==> src/rtl/frame_capture.sv <==
// frame_capture: arms on key_flag, waits for the next vsync, then writes one active
// frame (pixel, linear address) toward a frame buffer while checking line/frame geometry.
`default_nettype none

module frame_capture #(
    parameter int H_VALID = 1280,
    parameter int V_VALID = 720,
    parameter int DW      = 16,
    parameter int AW      = 20
) (
    input  logic          vga_clk,
    input  logic          sys_rst_n,
    input  logic          key_flag,
    input  logic          vs_in,
    input  logic          de_in,
    input  logic [DW-1:0] pix_in,
    output logic          wr_en,
    output logic [DW-1:0] wr_data,
    output logic [AW-1:0] wr_addr,
    output logic          busy,
    output logic          frame_done,
    output logic          frame_err
);

    localparam int             CW     = 11;
    localparam logic [CW-1:0]  X_MAX  = '1;
    localparam logic [CW-1:0]  H_LIM  = CW'(H_VALID);
    localparam logic [CW-1:0]  Y_LAST = CW'(V_VALID - 1);

    typedef enum logic [1:0] {
        S_IDLE    = 2'd0,
        S_ARM     = 2'd1,
        S_CAPTURE = 2'd2,
        S_DONE    = 2'd3
    } state_t;

    state_t          state_q;
    logic            vs_d_q;
    logic            de_d_q;
    logic [CW-1:0]   x_q;
    logic [CW-1:0]   y_q;
    logic            wr_en_q;
    logic [DW-1:0]   wr_data_q;
    logic [AW-1:0]   wr_addr_q;
    logic            busy_q;
    logic            done_q;
    logic            err_q;

    logic vs_rise;
    logic de_fall;
    logic last_line_end;

    assign vs_rise       = vs_in & ~vs_d_q;
    assign de_fall       = de_d_q & ~de_in;
    assign last_line_end = de_fall && (y_q == Y_LAST);

    always_ff @(posedge vga_clk or negedge sys_rst_n) begin
        if (!sys_rst_n) begin
            state_q   <= S_IDLE;
            vs_d_q    <= 1'b0;
            de_d_q    <= 1'b0;
            x_q       <= '0;
            y_q       <= '0;
            wr_en_q   <= 1'b0;
            wr_data_q <= '0;
            wr_addr_q <= '0;
            busy_q    <= 1'b0;
            done_q    <= 1'b0;
            err_q     <= 1'b0;
        end else begin
            vs_d_q  <= vs_in;
            de_d_q  <= de_in;
            wr_en_q <= 1'b0;
            done_q  <= 1'b0;
            // Address trails the strobe by one cycle so wr_addr names the pixel on wr_data.
            if (wr_en_q) begin
                wr_addr_q <= wr_addr_q + AW'(1);
            end
            case (state_q)
                S_IDLE: begin
                    if (key_flag) begin
                        state_q   <= S_ARM;
                        busy_q    <= 1'b1;
                        err_q     <= 1'b0;
                        x_q       <= '0;
                        y_q       <= '0;
                        wr_addr_q <= '0;
                    end
                end
                S_ARM: begin
                    if (vs_rise) begin
                        state_q <= S_CAPTURE;
                    end
                end
                S_CAPTURE: begin
                    if (de_in) begin
                        if (x_q < H_LIM) begin
                            wr_en_q   <= 1'b1;
                            wr_data_q <= pix_in;
                        end
                        if (x_q != X_MAX) begin
                            x_q <= x_q + CW'(1);
                        end
                    end
                    if (de_fall) begin
                        if (x_q != H_LIM) begin
                            err_q <= 1'b1;
                        end
                        x_q <= '0;
                        y_q <= y_q + CW'(1);
                    end
                    // Line accounting wins over a coincident vsync; only a truncated frame is an error.
                    if (vs_rise && !last_line_end) begin
                        err_q <= 1'b1;
                    end
                    if (last_line_end || vs_rise) begin
                        state_q <= S_DONE;
                        busy_q  <= 1'b0;
                        done_q  <= 1'b1;
                    end
                end
                S_DONE: begin
                    state_q <= S_IDLE;
                end
                default: begin
                    state_q <= S_IDLE;
                end
            endcase
        end
    end

    assign wr_en      = wr_en_q;
    assign wr_data    = wr_data_q;
    assign wr_addr    = wr_addr_q;
    assign busy       = busy_q;
    assign frame_done = done_q;
    assign frame_err  = err_q;

endmodule

`default_nettype wire
==> config.mk <==
export PLATFORM = sky130hd
export DESIGN_NAME = frame_capture
export DESIGN_NICKNAME = d
export VERILOG_FILES = /design/src/rtl/frame_capture.sv
export SDC_FILE = /design/constraint.sdc
export NUM_CORES = 1
export LEC_CHECK = 0
export BUFFER_PORTS_ARGS = -buffer_cell sky130_fd_sc_hd__buf_2
export CELL_PAD_IN_SITES_DETAIL_PLACEMENT = 0
export CELL_PAD_IN_SITES_GLOBAL_PLACEMENT = 1
export CORE_UTILIZATION = 43
export DETAILED_ROUTE_END_ITERATION = 10
export HOLD_SLACK_MARGIN = 0.03
export PLACE_DENSITY = 0.9
export SKIP_LAST_GASP = 1
export SYNTH_ARGS = -nofsm -noshare
export SYNTH_HDL_FRONTEND = slang
export SYNTH_SLANG_ARGS = --single-unit
==> constraint.sdc <==
create_clock -name vga_clk -period 3.2 [get_ports vga_clk]
set_clock_uncertainty 0.2 [all_clocks]
set_input_delay 0.48 -clock vga_clk [delete_from_list [all_inputs] [get_ports vga_clk]]
set_output_delay 0.48 -clock vga_clk [all_outputs]
set_load 0.02 [all_outputs]
Word level (Yosys, flattened, before mapping)
Index checks and enable logic that the tools add are counted.
Widths: inputs -> output; s select.
{"block": "word_totals", "elab_cells": 72, "inputBits": 21, "mem_count": 0, "latch_bits": 0, "mem_bits_ro": 0, "ram_bits": 0, "regBits": 66}
{"block": "op_classes", "div_mod_pow": 0, "bitwise": 4, "mux": 27, "n_mul": 0, "add_sub_neg": 3, "reduce_logical": 12, "n_shift": 0, "eq_ne": 14, "n_lt_le_gt_ge": 1}
{"operator": "$mux 20", "n": 3}
{"operator": "$mux 11", "n": 5}
{"operator": "$pmux 11 s2", "n": 2}
{"operator": "$add 11x1->11 const B", "n": 2}
{"operator": "$ne 11x11->1 const B", "n": 2}
{"operator": "$add 20x1->20 const B", "n": 1}
{"operator": "$ne 3x3->1 const B", "n": 4}
{"operator": "$reduce_and 3->1", "n": 4}
{"operator": "$eq 11x10->1 const B", "n": 1}
{"operator": "$lt 11x11->1 const B", "n": 1}
{"operator": "$mux 1", "n": 11}
{"operator": "$ne 2x2->1 const B", "n": 4}
{"operator": "$pmux 2 s4", "n": 1}
{"operator": "$reduce_and 4->1", "n": 2}
{"operator": "$mux 2", "n": 3}
{"operator": "$eq 2x2->1 const B", "n": 2}
{"operator": "$pmux 1 s2", "n": 2}
{"operator": "$and 1x1->1", "n": 2}
{"operator": "$eq 2x1->1 const B", "n": 1}
{"operator": "$logic_and 1x1->1", "n": 2}
{"operator": "$logic_not 2->1", "n": 1}
{"operator": "$not 1->1", "n": 2}
{"operator": "$reduce_bool 2->1", "n": 1}
{"operator": "$logic_not 1->1", "n": 1}
{"operator": "$logic_or 1x1->1", "n": 1}

Depth between registers and ports, before layout
Gate-level depths: netlist of the first run.
{"block": "logic_depth", "depth_word": 7, "depth_mapped": 9, "depth_no_buf": 6}

Worst setup path after synthesis of the first run
OpenSTA, ideal clock, no wires.
{"block": "synth_timing", "kind": "register -> register", "from": "register state_q[0]", "to": "register x_q[8]", "required_time_ns": 2.880, "path_stages_with_launch": 8, "setup_slack_ns": 0.976, "arrival_time_ns": 1.903, "path_buffers": 1, "cell_sequence": "dfrtp_1 inv_1 ha_1 nor2b_4 or3b_1 clkbuf_1 or4_1 o211a_1"}
{"block": "synth_between", "elab_chain_cells": 3}
{"element": "start: declaration", "line": "37", "source": "state_t state_q;"}
{"element": "start signal: assignment", "line": "59", "source": "state_q <= S_IDLE;"}
{"element": "start signal: assignment", "line": "82", "source": "state_q <= S_ARM;"}
{"element": "start signal: assignment", "line": "92", "source": "state_q <= S_CAPTURE;"}
{"element": "$eq 2x2->1 / $logic_not 2->1 (equally long branches)", "line": "79", "source": "case (state_q)"}
{"element": "$ne 3x3->1 (no source line) (tied with other cells)"}
{"element": "$reduce_and 4->1 (no source line)"}
{"element": "end signal: assignment", "line": "102", "source": "x_q <= x_q + CW'(1);"}
{"element": "end: declaration", "line": "40", "source": "logic [CW-1:0] x_q;"}
Parallel ways exist; a longest one is shown, timed or not.
A chain may end at the register's enable or synchronous reset.

Final worst setup path of the first run
{"block": "layout_timing", "from": "register state_q[0]", "to": "register x_q[0]"}
Same word-level chain as after synthesis.

==> flow_summary_export.csv, run 1 <==
group,metric,value,unit
timing,relSlewSlack,0.485,
grt,overflow,0,
worst_hold_path,whs_path_depth,1,
worst_hold_path,min_path_type,"input pin to flip-flop",
worst_setup_path,crit_arrival,2550,ps
placement,gp_congestion,0.746,
cts,cts_htree_levels,3,
yosys,yosys_warnings,0,
worst_setup_path,crit_slowest_cell,"mux2i_1",
timing,final.setup.tns,0,ps
worst_setup_path,worstPathCellList,"inv_1 -> ha_1 -> mux2i_1 -> a21o_1 -> o21ai_1 -> o32ai_1",
worst_setup_path,worst_path_largest_cell_delay,530,ps
power,p_leak,1.77,nW
power,p_clk_frac,0.230,
cts,cts.path.max_buffers,2,
worst_setup_path,r2r_cells,6,
detailed_routing,vias_per_cell,5.44,
outcome,status,"completed",
timing,worst_pin_slew,772,ps
floorplan,num_rows,31,
floorplan,start_util,0.452,
yosys,netlist_area,3350,µm²
worst_hold_path,hold_end,"vs_d_q",
detailed_routing,route.detailed.wl_per_inst,14.4,µm
finish,antennaDiodeCount,0,
yosys,synthCells,321,
floorplan,die-area,8150,µm²
worst_setup_path,crit_fanout,19,
yosys,ys_ff_latch,66,
yosys,yosys.area.top_type_share,0.493,
floorplan,core-area,7410,µm²
cts,cts_root_buffer,"clkbuf_8",
worst_setup_path,end_kind,"flip-flop",
detailed_routing,first_iter_violations,129,
worst_setup_path,path_buf_inv,1,
timing,fmax,0.396,GHz
cts,cts_inserted_buffers,9,
worst_hold_path,hold_path.startpoint,"vs_in",
worst_setup_path,startpoint_type,"flip-flop",
power,switchingPower,1.03,mW
yosys,synth_area_per_cell,10.4,µm²
worst_setup_path,required,3220,ps
worst_setup_path,rr_endpoint,"x_q[0]",
yosys,ys_async_sr_fraction,1.00,
yosys,synthDistinctLibCells,61,
yosys,synth_area_leader_cell,"dfrtp_1",
timing,finalCritPeriodShare,0.790,
floorplan,die_w,90.3,µm
timing,holdWs,76.4,ps
floorplan,die_h,90.3,µm
grt,gr-usage-all-layers,0.183,
worst_setup_path,r2r_setup_slack,670,ps
placement,portBuffers,60,
power,pwr-share-seq,0.412,
cts,path_clk_slew,70,ps
detailed_routing,ant_nets,0,
timing,rsz0062_at_grt,"no",
finish,synthToLayoutAreaGrowth,17.3,%
power,p_comb_frac,0.358,
worst_setup_path,crit_type,"flip-flop to flip-flop",
timing,finalSetupViolCount,0,
yosys,ys.flop_type,"dfrtp_1",
detailed_routing,drcViolationCount,0,
finish,drive_gt1_frac,0.281,
power,p_per_area,690,nW/µm²
power,peakVddDrop,0.506,mV
detailed_routing,drt_pre_antenna_iters,4,
timing,hold_violations,0,
placement,place_hpwl,4730,µm
finish,final_nets,408,
yosys,yosysSeqAreaShare,0.493,
cts,cts_resized,0,
yosys,synth_edf_count,0,
grt,grt_max_degree,67,
yosys,yosysMostFrequentCell,"dfrtp_1",
cts,clock-sinks,66,
worst_setup_path,crit_family,"compound AO/OA/AOI/OAI gates",
cts,insertion_delay,340,ps
job,max_cap_viol_count,0,
power,swShare,0.380,
detailed_routing,routed_wl,6970,µm
yosys,synth_common_cells,"66 x dfrtp_1, 25 x nand2_1, 24 x nor2_1, 18 x mux2_2",
timing,finalCriticalPeriod,2530,ps
finish,final_core_util,0.530,
detailed_routing,num_vias,2635,
grt,grt_pass1_wl,12100,µm
timing,slew_violations,0,
floorplan,top_level_ports,61,
worst_setup_path,r2r_start,"state_q[0]",
grt,grt_pass1_vias,2596,
cts,cts_tree,"done",
power,p_int,1.68,mW
finish,fill_cells,663,
grt,antenna_found_initial,0,
yosys,syn-num-nets,349,
yosys,yosys-top-cells-area,"dfrtp_1 49%, mux2_2 6.0%, nand2_1 2.8%",
## timing repair
item	in CTS	in global routing
hold endpoints to repair	66	0
hold buffers	1	0
buffers inserted	0	0
## sequential cells by signal, summed over array words and instances (netlist names)
register and flops:
busy 1, de_d_q 1, frame_done 1, frame_err 1, state_q 2, vs_d_q 1
wr_addr 20, wr_data 16, wr_en 1, x_q 11, y_q 11
## per-stage QoR
stage / total power [mW] / cells / worst slack [ps] / cell area (µm²)
6_report: 2.71 / 484 / 672 / 3930
3_5_place_dp: 2.11 / 467 / 708 / 3740
3_3_place_gp: 2.08 / 467 / 775 / 3740
2_1_floorplan: 1.83 / 321 / 976 / 3350
4_1_cts: 2.75 / 484 / 673 / 3930
5_1_grt: 2.89 / 484 / 473 / 3930
## power by group through the flow
stage          Clock [mW]  Sequential, mW  Combinational [mW]
3_5_place_dp            0            1.13               0.975
3_3_place_gp            0            1.13               0.950
5_1_grt             0.680            1.14                1.07
4_1_cts             0.649            1.12               0.980
6_report            0.625            1.12               0.970
2_1_floorplan           0            1.29               0.538
## worst max-delay path by stage
stage	slack, ps	from	depth (start not counted)	to
final	670	state_q[0]	6	x_q[0]
after global routing	470	state_q[0]	6	x_q[9]
after CTS	670	state_q[0]	6	x_q[0]
after detailed placement	710	de_in	5	y_q[5]
after global placement	780	state_q[0]	6	x_q[8]
after floorplan	980	state_q[0]	7	x_q[8]
## final cells by class
type / count / area [µm²] / area share
clock buffer: 10 / 138 / 0.0350
timing repair buffer: 64 / 345 / 0.0879
sequential: 66 / 1650 / 0.420
inverter: 15 / 56.3 / 0.0143
tap: 99 / 124 / 0.0315
multi-input combinational: 224 / 1570 / 0.400
clock inverter: 6 / 42.5 / 0.0108
## cell families (layout without fill, tap and decap cells)
logic type / Yosys count / after routing / share of synthesized area
and+or+nand+nor: 128 / 128 / 0.217
DFF: 66 / 66 / 0.493
AOI/OAI and AO/OA: 51 / 51 / 0.112
buffers and inverters: 31 / 95 / 0.0377
muxes: 23 / 23 / 0.0754
xor gates and xnor gates: 15 / 15 / 0.0392
adders and majority gates: 7 / 7 / 0.0261
## cell usage in the layout, fill, tap and decap left out, types with 7 or more instances in the layout
cell type,instances
mux2_2,18
nand2_1,25
buf_2,60
nand4_1,11
clkbuf_8,10
a21oi_1,9
or3_1,7
inv_1,15
xnor2_1,9
o21ai_0,10
ha_1,7
nor2_1,24
dfrtp_1,66
nand3_1,15
## per-layer routing
metal	up-vias	track usage	share of wire
met4	0	0.0605	0.0073
met5	-	0	0
met1	1281	0.239	0.47
met2	65	0.292	0.48
met3	6	0.0539	0.049
li1	1283	-	-
Note: power is estimated with default switching activity, not from simulation.
==> run 2, diff against run 1 <==
--- a/config.mk
+++ b/config.mk
@@ -8,10 +8,10 @@
 export BUFFER_PORTS_ARGS = -buffer_cell sky130_fd_sc_hd__buf_2
 export CELL_PAD_IN_SITES_DETAIL_PLACEMENT = 0
 export CELL_PAD_IN_SITES_GLOBAL_PLACEMENT = 1
-export CORE_UTILIZATION = 43
+export CORE_UTILIZATION = 39
 export DETAILED_ROUTE_END_ITERATION = 10
 export HOLD_SLACK_MARGIN = 0.03
-export PLACE_DENSITY = 0.9
+export PLACE_DENSITY = 0.87
 export SKIP_LAST_GASP = 1
 export SYNTH_ARGS = -nofsm -noshare
 export SYNTH_HDL_FRONTEND = slang
==> constraint.sdc (replaced) <==
create_clock -name vga_clk -period 2.25 [get_ports vga_clk]
set_clock_uncertainty 0.2 [all_clocks]
set_input_delay 0.3375 -clock vga_clk [delete_from_list [all_inputs] [get_ports vga_clk]]
set_output_delay 0.3375 -clock vga_clk [all_outputs]
set_load 0.02 [all_outputs]
==> flow_summary_export.csv, run 2 (synthesis results as in run 1) <==
group,metric,value,unit
grt,overflow,0,
cts,cts_root_buffer,"clkbuf_8",
grt,grt_max_degree,67,
worst_hold_path,min_path_type,"input pin to flip-flop",
power,p_leak,1.96,nW
worst_setup_path,startpoint_type,"flip-flop",
finish,antennaDiodeCount,0,
worst_hold_path,whs_path_depth,4,
detailed_routing,routed_wl,7520,µm
cts,cts_inserted_buffers,9,
power,peakVddDrop,0.355,mV
power,swShare,0.368,
power,p_int,2.71,mW
floorplan,start_util,0.406,
power,switchingPower,1.58,mW
detailed_routing,first_iter_violations,89,
timing,relSlewSlack,0.604,
grt,use_met2,0.299,
job,max_cap_viol_count,0,
finish,final_cell_mix,"66 x dfrtp_1, 60 x buf_2, 25 x nand2_1, 24 x nor2_1, 20 x buf_4",
floorplan,top_level_ports,61,
floorplan,num_rows,33,
timing,slew_violations,0,
detailed_routing,vias_per_cell,5.28,
cts,cts.path.max_buffers,2,
detailed_routing,drcViolationCount,0,
worst_setup_path,crit_type,"flip-flop to flip-flop",
finish,final_nets,446,
outcome,status,"completed",
finish,fin_cells,528,
finish,final_common_cell,"dfrtp_1",
grt,antenna_found_initial,0,
grt,grt_use_met3,0.0362,
grt,busiest_layer,"met2",
worst_setup_path,crit_fanout,10,
timing,final.setup.tns,0,ps
floorplan,die_h,94.7,µm
timing,hold_violations,0,
power,pwr-share-seq,0.372,
detailed_routing,num_vias,2787,
power,p_per_area,983,nW/µm²
finish,drive_gt1_frac,0.322,
cts,cts_tree,"done",
placement,place_inst,492,
grt,grt_pass1_vias,2667,
detailed_routing,drt_pre_antenna_iters,4,
worst_setup_path,end_kind,"flip-flop",
grt,grt_pass1_wl,12400,µm
floorplan,die-area,8970,µm²
worst_setup_path,crit_arrival,2250,ps
cts,path_clk_slew,80,ps
power,p_comb_frac,0.394,
timing,finalCriticalPeriod,2220,ps
worst_setup_path,r2r_cells,6,
timing,finalSetupViolCount,0,
worst_setup_path,required,2280,ps
detailed_routing,route.detailed.wl_per_inst,14.2,µm
timing,rsz0062_at_grt,"yes",
floorplan,core-area,8260,µm²
placement,portBuffers,60,
detailed_routing,ant_nets,0,
power,p_clk_frac,0.234,
cts,cts_htree_levels,3,
finish,synthToLayoutAreaGrowth,30.1,%
timing,worst_pin_slew,579,ps
placement,place_hpwl,5100,µm
timing,finalCritPeriodShare,0.985,
floorplan,die_w,94.7,µm
grt,grt_util_met1,0.224,
cts,clock-sinks,66,
placement,gp_congestion,0.795,
grt,gr-usage-all-layers,0.178,
finish,largest_reg_flops,20,
timing,fmax,0.451,GHz
cts,insertion_delay,350,ps
[run 2: worst paths after layout]
check | startpoint | to | slack (ps)
max in group asynchronous | sys_rst_n | wr_data[7] | 1220
min reg2reg | wr_data[7] | wr_data[7] | 310
min | key_flag | y_q[0] | 310
max reg2reg | state_q[1] | x_q[8] | 30
min in group asynchronous | sys_rst_n | wr_addr[15] | 340
max | state_q[1] | x_q[8] | 30
[run 2: cell type report]
| class | count | area (µm²) |
|---|---|---|
| Clock inverter | 7 | 77.6 |
| Timing Repair Buffer | 102 | 701 |
| Tap cell | 105 | 131 |
| Inverter | 15 | 56.3 |
| Multi-Input combinational cell | 224 | 1620 |
| Fill cell | 740 | 3900 |
| Clock buffer | 9 | 124 |
| Sequential cell | 66 | 1650 |
[run 2: per-stage QoR]
stage	area, µm²	setup slack, ps	hold slack (ps)	util	total power [mW]
6_report	4360	34.6	306	0.528	4.29
5_1_grt	4360	-36.8	315	0.528	4.55
4_1_cts	4320	-8.91	269	0.523	4.26
3_5_place_dp	3920	-89.7	183	0.474	3.18
3_3_place_gp	3920	-32.1	187	0.474	3.13
2_1_floorplan	3350	26.1	-158	-	2.60
[run 2: routing by layer]
metal	vias to the layer above	part of all wire	routed length [µm]
met1	1362	0.45	3350
met4	0	0.017	126
met2	51	0.50	3780
met5	-	0	0
met3	7	0.034	257
li1	1367	-	-
[run 2: critical path, cell delays in order (launching register included)]
cell and delay [ps]:
dfrtp_1 400, inv_1 120, ha_4 180, nor2_1 70, or3b_4 460, or4_1 530
o211a_1 140
[run 2: repair_timing]
action / in CTS / in global routing
endpoints found under the hold margin: 84 / 0
gates resized for setup: 3 / 7
endpoints found under the setup margin: 7 / 10
pin swaps: 0 / 1
hold buffers: 19 / 0
setup buffers: 0 / 1
[run 2: power groups by stage]
stage	combinational, mW	clock [mW]	sequential (mW)
finish	1.69	1.00	1.60
global route	1.84	1.08	1.63
CTS	1.62	1.04	1.59
detailed placement	1.56	0	1.62
global placement	1.53	0	1.60
floorplan	0.765	0	1.84
==> run 3, diff against run 2 <==
--- a/config.mk
+++ b/config.mk
@@ -10,8 +10,9 @@
 export CELL_PAD_IN_SITES_GLOBAL_PLACEMENT = 1
 export CORE_UTILIZATION = 39
 export DETAILED_ROUTE_END_ITERATION = 10
+export GPL_TIMING_DRIVEN = 0
 export HOLD_SLACK_MARGIN = 0.03
-export PLACE_DENSITY = 0.87
+export PLACE_DENSITY_LB_ADDON = 0.1
 export SKIP_LAST_GASP = 1
 export SYNTH_ARGS = -nofsm -noshare
 export SYNTH_HDL_FRONTEND = slang
==> flow_summary_export.csv, run 3 (synthesis results as in run 1) <==
group,metric,value,unit
outcome,status,"completed",
finish,final_common_cell,"dfrtp_1",
cts,cts_htree_levels,3,
worst_hold_path,min_path_type,"input pin to flip-flop",
worst_setup_path,r2r_cells,8,
worst_setup_path,end_kind,"flip-flop",
grt,use_met2,0.296,
cts,cts_inserted_buffers,9,
cts,path_clk_slew,80,ps
timing,hold_violations,0,
detailed_routing,route.detailed.wl_per_inst,14.9,µm
floorplan,core-area,8260,µm²
grt,grt_pass1_vias,2680,
finish,antennaDiodeCount,0,
finish,register_area,1650,µm²
timing,slew_violations,0,
finish,final_cell_mix,"66 x dfrtp_1, 62 x buf_2, 25 x nand2_1, 24 x nor2_1, 19 x dlygate4sd3_1",
timing,finalCritPeriodShare,0.982,
placement,portBuffers,60,
worst_setup_path,crit_slowest_cell,"or3b_4",
job,max_cap_viol_count,0,
placement,gp_congestion,0.758,
finish,multi_input_area,1650,µm²
floorplan,die_w,94.7,µm
detailed_routing,drt_pre_antenna_iters,4,
cts,cts.path.max_buffers,2,
grt,gr-usage-all-layers,0.187,
floorplan,top_level_ports,61,
finish,fin_cells,521,
grt,grt_util_met1,0.249,
placement,place_hpwl,5120,µm
finish,fin_area,4320,µm²
cts,clock-sinks,66,
timing,fmax,0.453,GHz
grt,grt_pass1_wl,12800,µm
cts,cts_tree,"done",
timing,finalSetupViolCount,0,
worst_setup_path,startpoint_type,"flip-flop",
timing,relSlewSlack,0.430,
grt,grt_max_degree,67,
grt,antenna_found_initial,0,
finish,final_nets,439,
detailed_routing,vias_per_cell,5.32,
worst_setup_path,worstPathCellList,"inv_2 -> ha_1 -> buf_6 -> nor2_1 -> or3b_4 -> buf_4 -> nor3_2 -> mux2i_1",
detailed_routing,drcViolationCount,0,
detailed_routing,routed_wl,7780,µm
finish,largest_reg_flops,20,
cts,cts_root_buffer,"clkbuf_8",
placement,place_inst,486,
worst_setup_path,required,2310,ps
power,peakVddDrop,0.726,mV
timing,final.setup.tns,0,ps
placement,placed_area,3780,µm²
detailed_routing,num_vias,2771,
worst_setup_path,crit_fanout,10,
finish,final_core_util,0.523,
worst_setup_path,worst_path_largest_cell_delay,450,ps
grt,grt_use_met3,0.0419,
finish,fill_cells,765,
power,p_per_area,1030,nW/µm²
grt,overflow,0,
detailed_routing,first_iter_violations,74,
floorplan,num_rows,33,
timing,finalCriticalPeriod,2210,ps
worst_setup_path,crit_arrival,2270,ps
power,p_leak,1.91,nW
worst_setup_path,crit_type,"flip-flop to flip-flop",
grt,busiest_layer,"met2",
worst_hold_path,whs_path_depth,3,
floorplan,die_h,94.7,µm
finish,synthToLayoutAreaGrowth,28.9,%
cts,insertion_delay,340,ps
floorplan,start_util,0.406,
floorplan,die-area,8970,µm²
finish,drive_gt1_frac,0.310,
detailed_routing,ant_nets,0,
timing,rsz0062_at_grt,"yes",
timing,worst_pin_slew,854,ps
==> run 3: layout make-up <==
class	instances	share of cell area
plain buffers	13	0.0156
clock buffers	9	0.0287
multi-input cells	224	0.382
repair buffers	82	0.119
inverters	15	0.0130
well taps	105	0.0304
clock inverters	7	0.0287
flip-flops and latches	66	0.382
==> run 3: per-layer routing <==
metal  wire [µm]  vias up  share of wire
li1            -     1348              -
met1        3710     1358           0.48
met2        3690       57           0.47
met3         289        8          0.037
met4          97        0          0.012
met5           0        -              0
==> run 3: final timing paths <==
check / startpoint / to / slack (ps)
max: state_q[0] / x_q[5] / 40
min: key_flag / y_q[0] / 220
max reg2reg: state_q[0] / x_q[5] / 40
min reg2reg: wr_data[0] / wr_data[0] / 310
max in group asynchronous: sys_rst_n / y_q[8] / 840
min in group asynchronous: sys_rst_n / x_q[3] / 430
==> run 3: power breakdown <==
part,total [mW],switching [mW],internal [mW],leakage [nW]
clock,1.26,0.514,0.746,0.120
combinational,1.61,0.935,0.680,0.927
sequential,1.58,0.156,1.43,0.867
==> run 3: what timing repair did <==
item                       4_1_cts  5_1_grt
setup endpoints to repair       28       22
buffers inserted                 2        1
hold endpoints to repair        84        0
resized for setup               12       13
hold buffers                    19        0
pin swaps                        0        5
==> run 3: critical path, delay by kind of cell, from the launching register on <==
kind                     cells  cell delay [ps]
AND/OR/NAND/NOR              3              710
flip-flops                   1              390
multiplexers                 1              240
buffers and inverters        3              420
adder cells (fa/ha/maj)      1              160
==> run 3: through the flow <==
stage	total power, mW	setup WS (ps)	hold WS [ps]
global placement	3.04	-239	282
finish	4.46	41.2	216
CTS	4.46	4.61	197
detailed placement	3.07	-284	286
global route	4.72	-44.4	228
floorplan	2.60	26.1	-158
